**config.mk**
```make
export PLATFORM = sky130hd
export DESIGN_NAME = fetch_prefetch
export DESIGN_NICKNAME = d
export VERILOG_FILES = /design/src/rtl/fetch_pkg.sv /design/src/rtl/fetch_fifo.sv /design/src/rtl/fetch_prefetch.sv
export SDC_FILE = /design/constraint.sdc
export NUM_CORES = 1
export LEC_CHECK = 0
export ABC_AREA = 0
export CAP_MARGIN = 20
export CORE_ASPECT_RATIO = 0.5
export CORE_MARGIN = 2
export CORE_UTILIZATION = 55
export CTS_CLUSTER_SIZE = 24
export DETAILED_ROUTE_END_ITERATION = 8
export PLACE_DENSITY_LB_ADDON = 0.25
export SLEW_MARGIN = 15
export SYNTH_ARGS = -nofsm -noshare
export SYNTH_HDL_FRONTEND = slang
export SYNTH_HIERARCHICAL = 1
export SYNTH_SLANG_ARGS = --single-unit
```
**constraint.sdc**
```tcl
create_clock -name clk -period 7.6 [get_ports clk]
set_input_delay 1.52 -clock clk [delete_from_list [all_inputs] [get_ports clk]]
set_output_delay 1.52 -clock clk [all_outputs]
set_load 0.05 [all_outputs]
```
**src/rtl/fetch_pkg.sv**
```systemverilog
// Shared definitions for the prefetching fetch stage: entry layout and default
// reset PC.
package fetch_pkg;

  localparam int INSN_BYTES = 4;
  localparam int AWIDTH_DEFAULT = 32;
  localparam int DWIDTH_DEFAULT = 32;
  localparam logic [AWIDTH_DEFAULT-1:0] BASEADDR_DEFAULT = 32'h0100_0000;

  typedef struct packed {
    logic [AWIDTH_DEFAULT-1:0] pc;
    logic [DWIDTH_DEFAULT-1:0] insn;
  } fetch_entry_t;

endpackage

```
**src/rtl/fetch_fifo.sv**
```systemverilog
// DEPTH-entry synchronous FIFO of fetched {pc, insn} pairs with flush.
// Head reads as zero while empty so downstream never sees stale data.
module fetch_fifo
  import fetch_pkg::*;
#(
  parameter int  DEPTH   = 4,
  parameter type entry_t = fetch_entry_t
) (
  input  logic                       clk,
  input  logic                       rst,
  input  logic                       flush_i,
  input  logic                       push_i,
  input  entry_t                     push_data_i,
  input  logic                       pop_i,
  output entry_t                     head_o,
  output logic [$clog2(DEPTH):0]     count_o
);

  localparam int PW = $clog2(DEPTH);
  localparam int CW = PW + 1;

  entry_t          mem_q [DEPTH];
  entry_t          mem_d [DEPTH];
  logic [PW-1:0]   head_q, head_d;
  logic [PW-1:0]   tail_q, tail_d;
  logic [CW-1:0]   count_q, count_d;
  logic            pop_ok;
  logic            push_ok;

  assign pop_ok  = pop_i && (count_q != '0);
  assign push_ok = push_i && ((count_q != CW'(DEPTH)) || pop_ok);

  always_comb begin
    mem_d   = mem_q;
    head_d  = head_q;
    tail_d  = tail_q;
    count_d = count_q;
    if (flush_i) begin
      head_d  = '0;
      tail_d  = '0;
      count_d = '0;
    end else begin
      if (push_ok) begin
        mem_d[tail_q] = push_data_i;
        tail_d        = tail_q + 1'b1;
      end
      if (pop_ok) begin
        head_d = head_q + 1'b1;
      end
      count_d = count_q + CW'(push_ok) - CW'(pop_ok);
    end
  end

  always_ff @(posedge clk) begin
    if (rst) begin
      mem_q   <= '{default: '0};
      head_q  <= '0;
      tail_q  <= '0;
      count_q <= '0;
    end else begin
      mem_q   <= mem_d;
      head_q  <= head_d;
      tail_q  <= tail_d;
      count_q <= count_d;
    end
  end

  assign head_o  = (count_q != '0) ? mem_q[head_q] : '0;
  assign count_o = count_q;

endmodule

```
**src/rtl/fetch_prefetch.sv**
```systemverilog
// Prefetching fetch stage: credit-limited sequential reads, in-order response
// capture into a queue, and redirect handling that retires in-flight reads as stale.
module fetch_prefetch
  import fetch_pkg::*;
#(
  parameter int                DWIDTH   = 32,
  parameter int                AWIDTH   = 32,
  parameter logic [AWIDTH-1:0] BASEADDR = AWIDTH'(BASEADDR_DEFAULT),
  parameter int                DEPTH    = 4
) (
  input  logic              clk,
  input  logic              rst,
  output logic              mem_req_valid_o,
  input  logic              mem_req_ready_i,
  output logic [AWIDTH-1:0] mem_addr_o,
  input  logic              mem_rsp_valid_i,
  input  logic [DWIDTH-1:0] mem_rsp_data_i,
  input  logic              redirect_i,
  input  logic [AWIDTH-1:0] redirect_pc_i,
  output logic              insn_valid_o,
  input  logic              insn_ready_i,
  output logic [AWIDTH-1:0] pc_o,
  output logic [DWIDTH-1:0] insn_o
);

  localparam int CW = $clog2(DEPTH) + 1;
  localparam int SW = CW + 2;

  typedef struct packed {
    logic [AWIDTH-1:0] pc;
    logic [DWIDTH-1:0] insn;
  } entry_t;

  logic [AWIDTH-1:0] fetch_pc_q, fetch_pc_d;
  logic [AWIDTH-1:0] rsp_pc_q, rsp_pc_d;
  logic [CW-1:0]     live_cnt_q, live_cnt_d;
  logic [CW-1:0]     stale_cnt_q, stale_cnt_d;
  logic [CW-1:0]     fifo_count;
  logic [SW-1:0]     budget_used;
  logic [AWIDTH-1:0] redirect_pc_aligned;
  logic              req_accept;
  logic              rsp_stale;
  logic              rsp_live;
  logic              fifo_push;
  entry_t            fifo_push_data;
  entry_t            fifo_head;
  logic              unused_pc_bits;

  assign unused_pc_bits      = ^redirect_pc_i[1:0];
  assign redirect_pc_aligned = {redirect_pc_i[AWIDTH-1:2], 2'b00};

  // Every read holds a queue slot until decode consumes it, so the queue cannot overflow.
  assign budget_used     = SW'(live_cnt_q) + SW'(stale_cnt_q) + SW'(fifo_count);
  assign mem_req_valid_o = !rst && (budget_used < SW'(DEPTH));
  assign mem_addr_o      = fetch_pc_q;
  assign req_accept      = mem_req_valid_o && mem_req_ready_i;

  assign rsp_stale = mem_rsp_valid_i && (stale_cnt_q != '0);
  assign rsp_live  = mem_rsp_valid_i && (stale_cnt_q == '0) && (live_cnt_q != '0);
  assign fifo_push = rsp_live && !redirect_i;
  assign fifo_push_data = '{pc: rsp_pc_q, insn: mem_rsp_data_i};

  always_comb begin
    fetch_pc_d  = fetch_pc_q;
    rsp_pc_d    = rsp_pc_q;
    live_cnt_d  = live_cnt_q;
    stale_cnt_d = stale_cnt_q;
    if (redirect_i) begin
      fetch_pc_d  = redirect_pc_aligned;
      rsp_pc_d    = redirect_pc_aligned;
      live_cnt_d  = '0;
      stale_cnt_d = stale_cnt_q + live_cnt_q + CW'(req_accept) - CW'(rsp_stale || rsp_live);
    end else begin
      if (req_accept) begin
        fetch_pc_d = fetch_pc_q + AWIDTH'(INSN_BYTES);
      end
      if (rsp_live) begin
        rsp_pc_d = rsp_pc_q + AWIDTH'(INSN_BYTES);
      end
      live_cnt_d  = live_cnt_q + CW'(req_accept) - CW'(rsp_live);
      stale_cnt_d = stale_cnt_q - CW'(rsp_stale);
    end
  end

  always_ff @(posedge clk) begin
    if (rst) begin
      fetch_pc_q  <= BASEADDR;
      rsp_pc_q    <= BASEADDR;
      live_cnt_q  <= '0;
      stale_cnt_q <= '0;
    end else begin
      fetch_pc_q  <= fetch_pc_d;
      rsp_pc_q    <= rsp_pc_d;
      live_cnt_q  <= live_cnt_d;
      stale_cnt_q <= stale_cnt_d;
    end
  end

  fetch_fifo #(
    .DEPTH   (DEPTH),
    .entry_t (entry_t)
  ) u_fifo (
    .clk         (clk),
    .rst         (rst),
    .flush_i     (redirect_i),
    .push_i      (fifo_push),
    .push_data_i (fifo_push_data),
    .pop_i       (insn_ready_i),
    .head_o      (fifo_head),
    .count_o     (fifo_count)
  );

  assign insn_valid_o = (fifo_count != '0);
  assign pc_o         = fifo_head.pc;
  assign insn_o       = fifo_head.insn;

endmodule

```
**Yosys cells after proc, flatten, opt, wreduce, memory -nomap -nowiden**

Cells that the tools add are included.

- Flip-flop bits (word level): 333
- Input port bits: 70
- Output and inout port bits: 98
- Word-level logic and storage cells: 72

- $add $sub $neg: 14
- $lt $le $gt $ge: 4
- Equality and inequality tests: 1
- Multiplexer cells: 12
- Bitwise operators: 3
- Reduce and logical (&&, ||, !) cells: 21

Operator list:

| cell | count |
|---|---|
| $bwmux 256 | 1 |
| $mux 64 | 4 |
| $bmux 64 s2 | 1 |
| $demux 64 s2 | 1 |
| $mux 32 | 4 |
| $add 32x3->32 const B | 2 |
| $sub 3x1->3 | 4 |
| $add 3x1->3 | 3 |
| $logic_and 1x1->1 | 9 |
| $reduce_bool 3->1 | 3 |
| $ge 3x3->1 const B | 2 |
| $not 2->3 | 2 |
| $add 4x3->5 | 1 |
| $lt 5x3->1 const B | 1 |
| $add 2x1->2 const B | 2 |
| $add 3x3->4 | 1 |
| $reduce_bool 2->1 | 2 |
| $add 3x3->3 | 1 |
| $logic_not 3->1 | 1 |
| $lt 3x1->1 const B | 1 |
| $mux 3 | 1 |
| $ne 3x3->1 const B | 1 |
| $logic_not 1->1 | 2 |
| $logic_or 1x1->1 | 2 |
| 3 further kinds | 3 |

**Logic depth before layout (Yosys ltp)**

Gate-level depths: netlist of the first run.

- Depth in word-level cells: 8
- Depth in mapped cells: 14
- Depth with buffers taken out: 14

**By module**

The synthesis of the first run kept the hierarchy.

By module, submodules not included:

| module | times used | cells each | area each (um^2) | sequential area each (um^2) |
|---|---|---|---|---|
| fetch_fifo | 1 | 1094 | 12494.5 | 5265.0 |
| fetch_prefetch | 1 | 442 | 3857.4 | 1321.3 |

**Least setup slack after synthesis of the first run**

No wires, ideal clock.

- Path kind: reg2out
- From: register live_cnt_q[1]
- To: output port mem_req_valid_o
- Data arrival time: 2.853 ns
- Required time: 6.080 ns
- Setup slack: 3.227 ns
- Cell stages (with the launch flop): 8
- Path buffers: 0
- Cell sequence: dfxtp_1 inv_1 fa_1 nor2_1 fa_1 nor2b_1 o32ai_2 nor3_1

- Cells in the longest elaborated chain, start to end: 4

RTL lines:

| element | line | source |
|---|---|---|
| start: declaration | fetch_prefetch.sv:36 | `logic [CW-1:0] live_cnt_q, live_cnt_d;` |
| start signal: assignment | fetch_prefetch.sv:94 | `live_cnt_q <= live_cnt_d;` |
| $add 3x3->4 | fetch_prefetch.sv:53 | `assign budget_used = SW'(live_cnt_q) + SW'(stale_cnt_q) + SW'(fifo_count);` |
| $add 4x3->5 | fetch_prefetch.sv:53 |  |
| $lt 5x3->1 | fetch_prefetch.sv:54 | `assign mem_req_valid_o = !rst && (budget_used < SW'(DEPTH));` |
| $logic_and 1x1->1 | fetch_prefetch.sv:54 |  |
| end: declaration | fetch_prefetch.sv:13 | `output logic mem_req_valid_o,` |

No other way between the ends.

**Worst setup path in the final report of the first run**

- From: register u_fifo.count_q[1], in the netlist u_fifo/count_o[1]
- To: output port mem_req_valid_o

- Cells in the longest elaborated chain, start to end: 3

RTL lines:

| element | line | source |
|---|---|---|
| start: declaration | fetch_fifo.sv:26 | `logic [CW-1:0] count_q, count_d;` |
| start signal: assignment | fetch_fifo.sv:64 | `count_q <= count_d;` |
| $add 4x3->5 | fetch_prefetch.sv:53 |  |
| $lt 5x3->1 | fetch_prefetch.sv:54 |  |
| $logic_and 1x1->1 | fetch_prefetch.sv:54 |  |

No other way between the ends.

==> results by group, run 1 <==
Outcome
  – Outcome: finished, final reports clean

Global route
  – Global-route wire length before repair: 60800 µm
  – Largest net degree at the start of global routing: 178
  – Global Route met1 Usage: 32.6%
  – Initial antenna violation count: 0
  – Met3 GRT Util: 3.56%
  – Gr busiest metal: met2
  – Via count of the first global-routing pass: 12000
  – Met2 usage: 40.9%
  – All-Layer GR Usage: 24.0%
  – Total gr overflow: 0

Detailed routing
  – DR pass1 iterations: 5
  – Routed Antenna Nets: 0
  – Vias/cell: 5.57
  – Drt wl/cell: 18.1 µm
  – Initial detailed-routing violation count: 723
  – DR vias: 11400
  – Post-route DRC: 0
  – Routed wire length: 37000 µm

Logic synthesis
  – EDFF count, synth: 0
  – Number of synthesized register bits: 329
  – Synth Cell Area: 16400 µm²
  – Synth area leaders: dfxtp_1 40%, mux2i_1 16%, nand2b_1 12%, mux4_2 8.8%, nor2b_1 2.6%
  – Main synth FF type: dfxtp_1
  – Ys async rst share: 0%
  – Ys Warns: 6
  – Synthesized instance count: 1536
  – Synthesized area per cell: 10.6 µm²
  – Synth cell types: 53
  – Synth top area share: 40.3%
  – Largest area contributor in the netlist: dfxtp_1
  – Register area share after synthesis: 40.3%

Critical path
  – Setup CP Type: reg2out
  – Crit-path max FO: 7
  – Req. time, crit path: 6.08 ns
  – Critical path arrival: 3.68 ns
  – CP startpoint kind: flop
  – Type of element capturing the critical path: output pin

STA
  – Hold Vio Cnt, Final: 0
  – Tcrit/Tclk final: 68.4%
  – Final Critical Period: 5.20 ns
  – Slew of the pin with the lowest slew margin: 1.14 ns
  – Min Hold Slack: 0.473 ns
  – Slew Viols, Final: 0
  – Setup TNS Final: 0 ns
  – Clock skew: 0.0151 ns
  – RSZ-0062 raised after global routing: no
  – Slew headroom: 24.1%
  – Fin worst setup slack: 2.40 ns
  – Final number of setup-violating endpoints: 0
  – FMAX: 192 MHz

Finish
  – Synth-to-Final Area Change: 16.2%
  – Total Nets Final: 1728
  – Layout cell share with drive strength beyond 1: 8.46%
  – Post-layout util: 65.2%
  – Ant diodes: 0

Floorplan
  – Core ar.: 29100 µm²
  – Initial core utilization: 56.1%
  – Rows: 44
  – I/O pin count: 168
  – Die area: 31200 µm²
  – Die W: 248 µm
  – Chip height: 126 µm

Clock tree
  – Clock Latency Late Sink: 0.56 ns
  – Root Buffer: clkbuf_16
  – CTS clk-pin slew, worst paths: 0.07 ns
  – TritonCTS clock tree: yes
  – H-tree levels: 1
  – PostCTS Resize Cnt: 0
  – # clock sinks: 329
  – Setup Fix Bufs, Post-CTS: 0
  – Max Root-Sink Buffers: 3
  – CTS Buf Count: 30
  – # hold bufs at CTS: 0

Job
  – Max-cap violations: 0

Power and ir drop
  – Power, Total: 3.75 mW
  – IR drop worst, VDD: 0.000160 V
  – Lkg Pwr: 7.54 nW
  – Power Dens Cells: 197 nW/µm²

Placement
  – Post-Place Worst Slack: 2.15 ns
  – IO buf count: 163
  – Routability cong.: 0.860
  – DPL Wire Length: 24000 µm

Worst hold path
  – Hold Path Class: reg2reg
cell families after synthesis:
group                    synth area share (%)
other                                  0.0229
adder cells (fa/ha/maj)                  2.16
AND/OR/NAND/NOR                          20.4
AO/OA/AOI/OAI                            5.49
buffers and inverters                    4.57
flip-flops                               40.3
multiplexers                             24.7
XOR/XNOR                                 2.30
synth_stat cells (all sizes together), types with 14 or more instances:
library cell    n
nor3           27
mux2i         260
nand2          32
o21a           35
nand2b        322
xor2           14
xnor2          29
buf            51
mux4           64
inv            31
nand3          18
a21boi         32
clkbuf         60
ha             17
dfxtp         329
nor2b          68
nand4          16
nor2           17
o31a           16
flip-flops by register name (all words and copies together), names as in the netlist:
signal,cells
live_cnt_q,3
mem_addr_o,30
rsp_pc_q,30
stale_cnt_q,3
u_fifo/count_o,3
u_fifo/head_q,2
u_fifo/mem_q,256
u_fifo/tail_q,2
layer usage:
layer,up-vias,wire length (µm)
met3,37,1460
met4,0,527
met5,-,0
met1,5615,17200
met2,220,17800
li1,5524,-
area by class of cell:
cell class / instances / area [µm²]
well taps: 391 / 489
clock buffers: 43 / 911
fillers: 2276 / 10100
clock inverters: 9 / 85.1
multi-input cells: 1068 / 9070
repair buffers: 174 / 1740
flip-flops and latches: 329 / 6590
inverters: 31 / 116
worst max-delay path, stage by stage (launching register included):
cell and delay (ns):
dfxtp_1 0.50, inv_1 0.15, fa_1 0.59, nor2_1 0.09, fa_1 0.39, nor2b_1 0.19
o32ai_2 0.17, nor3_1 0.20, clkdlybuf4s50_1 0.84
final timing paths:
path,startpoint,end,slack [ns],cells after the start
hold / removal,u_fifo/mem_q[168]$_SDFFE_PP0P_,u_fifo/mem_q[168]$_SDFFE_PP0P_,0.47,2
setup reg to reg,stale_cnt_q[2]$_SDFF_PP0_,u_fifo/mem_q[50]$_SDFFE_PP0P_,3.67,7
setup / recovery,u_fifo/count_o[1]$_SDFF_PP0_,mem_req_valid_o,2.40,8
hold reg to reg,u_fifo/mem_q[168]$_SDFFE_PP0P_,u_fifo/mem_q[168]$_SDFFE_PP0P_,0.47,2
where the power goes:
group	total, mW	leakage (nW)	internal (mW)	switching (mW)
clock	1.53	0.499	0.864	0.662
sequential	1.81	2.67	1.76	0.0481
combinational	0.415	4.38	0.187	0.228
total	3.75	7.54	2.81	0.938
layout by cell type (no fill, tap or decap), types with 3 or more instances in the layout:
cell type        netlist  final
a211oi_1               3      3
a21boi_0              32     32
a21oi_1                9      9
a31oi_1                6      6
and2_1                 6      6
and3_1                 5      4
and4_1                 7      7
buf_4                 10     10
clkbuf_1              60      3
clkbuf_16              0     31
clkbuf_8               0      9
clkdlybuf4s50_1        0    162
clkinv_2               0      6
conb_1                 1      4
dfxtp_1              329    327
fa_1                   7      7
ha_1                  17     17
inv_1                 31     30
mux2i_1              260    260
mux4_2                64     64
nand2_1               32     32
nand2b_1             322    322
nand3_1               17     14
nand4_1               15     15
nor2_1                17     17
nor2b_1               68     68
nor3_1                27     26
nor3b_1                4      4
nor4_1                10     10
o21a_1                35     35
o21ai_0               13     13
o31a_1                16     16
or3_1                  7      7
xnor2_1               29     29
xor2_1                14     14
per-stage QoR:
stage / instances / instance area, µm²
global route: 2045 / 19000
detailed placement: 1992 / 18000
finish: 2045 / 19000
floorplan: 1539 / 16400
global placement: 1992 / 18000
CTS: 2044 / 19000
Power figures use the tool's default switching activity.
==> run 2, diff against run 1 <==
Clock period 7.6 ns to 5.3 ns, I/O delays scaled along.
==> run 2 against run 1 <==
Net effect: non-clock buffer count increased by 4; via count increased by 0.34%; routed wire length increased by 0.14%; utilization decreased by 0.086 points; hold slack about the same; worst setup slack got worse by 1.8 ns; sequential share of layout area about the same; critical path depth unchanged; cell count increased by 0.20%; clock-buffer cell count increased by 2; clock power increased by 35%.
==> results by group, run 2 (synthesis results as in run 1) <==
Detailed routing
  – Routed Antenna Nets: 0
  – Post-route DRC: 0
  – DR pass1 iterations: 5
  – Vias/cell: 5.58
  – DR vias: 11400
  – Initial detailed-routing violation count: 593
  – Routed wire length: 37100 µm
  – Drt wl/cell: 18.1 µm

Finish
  – Most frequent cells in the layout: 327 x dfxtp_1, 322 x nand2b_1, 260 x mux2i_1
  – Post-layout util: 65.1%
  – Ant diodes: 0
  – Layout cell share with drive strength beyond 1: 8.26%
  – Synth-to-Final Area Change: 16.0%
  – Flip-flop and latch area: 6590 µm²
  – Total Nets Final: 1731
  – Most common cell after layout, fill and taps aside: dfxtp_1
  – Multi-input logic area: 9070 µm²
  – Largest Register: u_fifo/mem_q
  – Number of fill cells in the layout: 2313
  – Largest register FFs: 256

Critical path
  – R2R cell count: 13
  – Crit-path max FO: 7
  – Req. time, crit path: 4.24 ns
  – Setup CP Type: reg2out
  – Critical path arrival: 3.66 ns
  – CP startpoint kind: flop
  – Type of element capturing the critical path: output pin

Floorplan
  – Initial core utilization: 56.1%
  – Die W: 248 µm
  – I/O pin count: 168
  – Chip height: 126 µm
  – Rows: 44
  – Core ar.: 29100 µm²
  – Die area: 31200 µm²

STA
  – Min Hold Slack: 0.472 ns
  – Hold Vio Cnt, Final: 0
  – Slew Viols, Final: 0
  – Tcrit/Tclk final: 89.0%
  – RSZ-0062 raised after global routing: no
  – Clock skew: 0.0136 ns
  – Final Critical Period: 4.72 ns
  – Slew of the pin with the lowest slew margin: 1.10 ns
  – FMAX: 212 MHz
  – Slew headroom: 26.9%
  – Final number of setup-violating endpoints: 0
  – Setup TNS Final: 0 ns

Clock tree
  – # clock sinks: 329
  – TritonCTS clock tree: yes
  – Max Root-Sink Buffers: 3
  – Setup Fix Bufs, Post-CTS: 0
  – Root Buffer: clkbuf_16
  – Clock Latency Late Sink: 0.56 ns
  – PostCTS Resize Cnt: 0
  – CTS clk-pin slew, worst paths: 0.07 ns
  – CTS Buf Count: 29
  – H-tree levels: 1
  – # hold bufs at CTS: 0

Global route
  – Initial antenna violation count: 0
  – Total gr overflow: 0
  – Global-route wire length before repair: 60900 µm
  – Largest net degree at the start of global routing: 181
  – Via count of the first global-routing pass: 12000
  – All-Layer GR Usage: 24.0%

Power and ir drop
  – Power Dens Cells: 277 nW/µm²
  – IR drop worst, VDD: 0.000228 V
  – Lkg Pwr: 7.52 nW
  – Power, Total: 5.25 mW

Job
  – Max-cap violations: 0

Placement
  – IO buf count: 163
  – Routability cong.: 0.836
  – DPL Wire Length: 24000 µm

Worst hold path
  – Hold Path Class: reg2reg
  – WHS Path Cells: 2

Outcome
  – Outcome: finished, final reports clean
## run 2: changes by cell type in the layout (fill, tap and decap cells not counted), sizes merged
cell,change
clkinvlp,+2
clkbuf,+2
clkinv,-4
buf,+4
## run 2: critical path, cell delays in order, from the launching register on
cell and delay (ns):
dfxtp_1 0.51, inv_1 0.13, fa_1 0.57, nor2_1 0.08, fa_1 0.38, nor2b_1 0.20
o32ai_2 0.18, nor3_1 0.21, clkdlybuf4s50_1 0.84
## run 2: final cells by class
| type | instances | area share, % |
|---|---|---|
| Clock buffer | 45 | 4.46 |
| Clock inverter | 7 | 0.343 |
| Inverter | 31 | 0.613 |
| Multi-Input combinational cell | 1068 | 47.8 |
| Sequential cell | 329 | 34.8 |
| Tap cell | 391 | 2.58 |
| Timing Repair Buffer | 178 | 9.46 |
## run 2: stage by stage
| step | cell area, µm² | cells | setup slack, ns |
|---|---|---|---|
| 3_3_place_gp | 18100 | 1997 | 0.740 |
| 4_1_cts | 19000 | 2049 | 0.541 |
| 6_report | 19000 | 2049 | 0.583 |
| 2_1_floorplan | 16400 | 1539 | 1.39 |
| 5_1_grt | 19000 | 2049 | 0.336 |
| 3_5_place_dp | 18100 | 1997 | 0.595 |
## run 2: worst paths after layout
check	slack (ns)	start	to
max	0.58	u_fifo/count_o[1]$_SDFF_PP0_	mem_req_valid_o
min	0.47	u_fifo/mem_q[167]$_SDFFE_PP0P_	u_fifo/mem_q[167]$_SDFFE_PP0P_
max reg2reg	1.44	u_fifo/count_o[1]$_SDFF_PP0_	stale_cnt_q[2]$_SDFF_PP0_
min reg2reg	0.47	u_fifo/mem_q[167]$_SDFFE_PP0P_	u_fifo/mem_q[167]$_SDFFE_PP0P_
## run 2: per-layer routing
| layer | global-route usage, % | up-vias | share of wire (%) |
|---|---|---|---|
| met3 | 3.52 | 45 | 3.4 |
| met1 | 32.1 | 5640 | 46 |
| met4 | 4.97 | 0 | 1.4 |
| met5 | 0 | - | 0 |
| met2 | 41.6 | 206 | 49 |
| li1 | - | 5544 | - |
## run 2: power by group
group          switching [mW]  leakage, nW  total (mW)  internal [mW]
combinational           0.327         4.41       0.596          0.268
sequential             0.0687         2.67        2.59           2.52
clock                   0.925        0.442        2.07           1.14
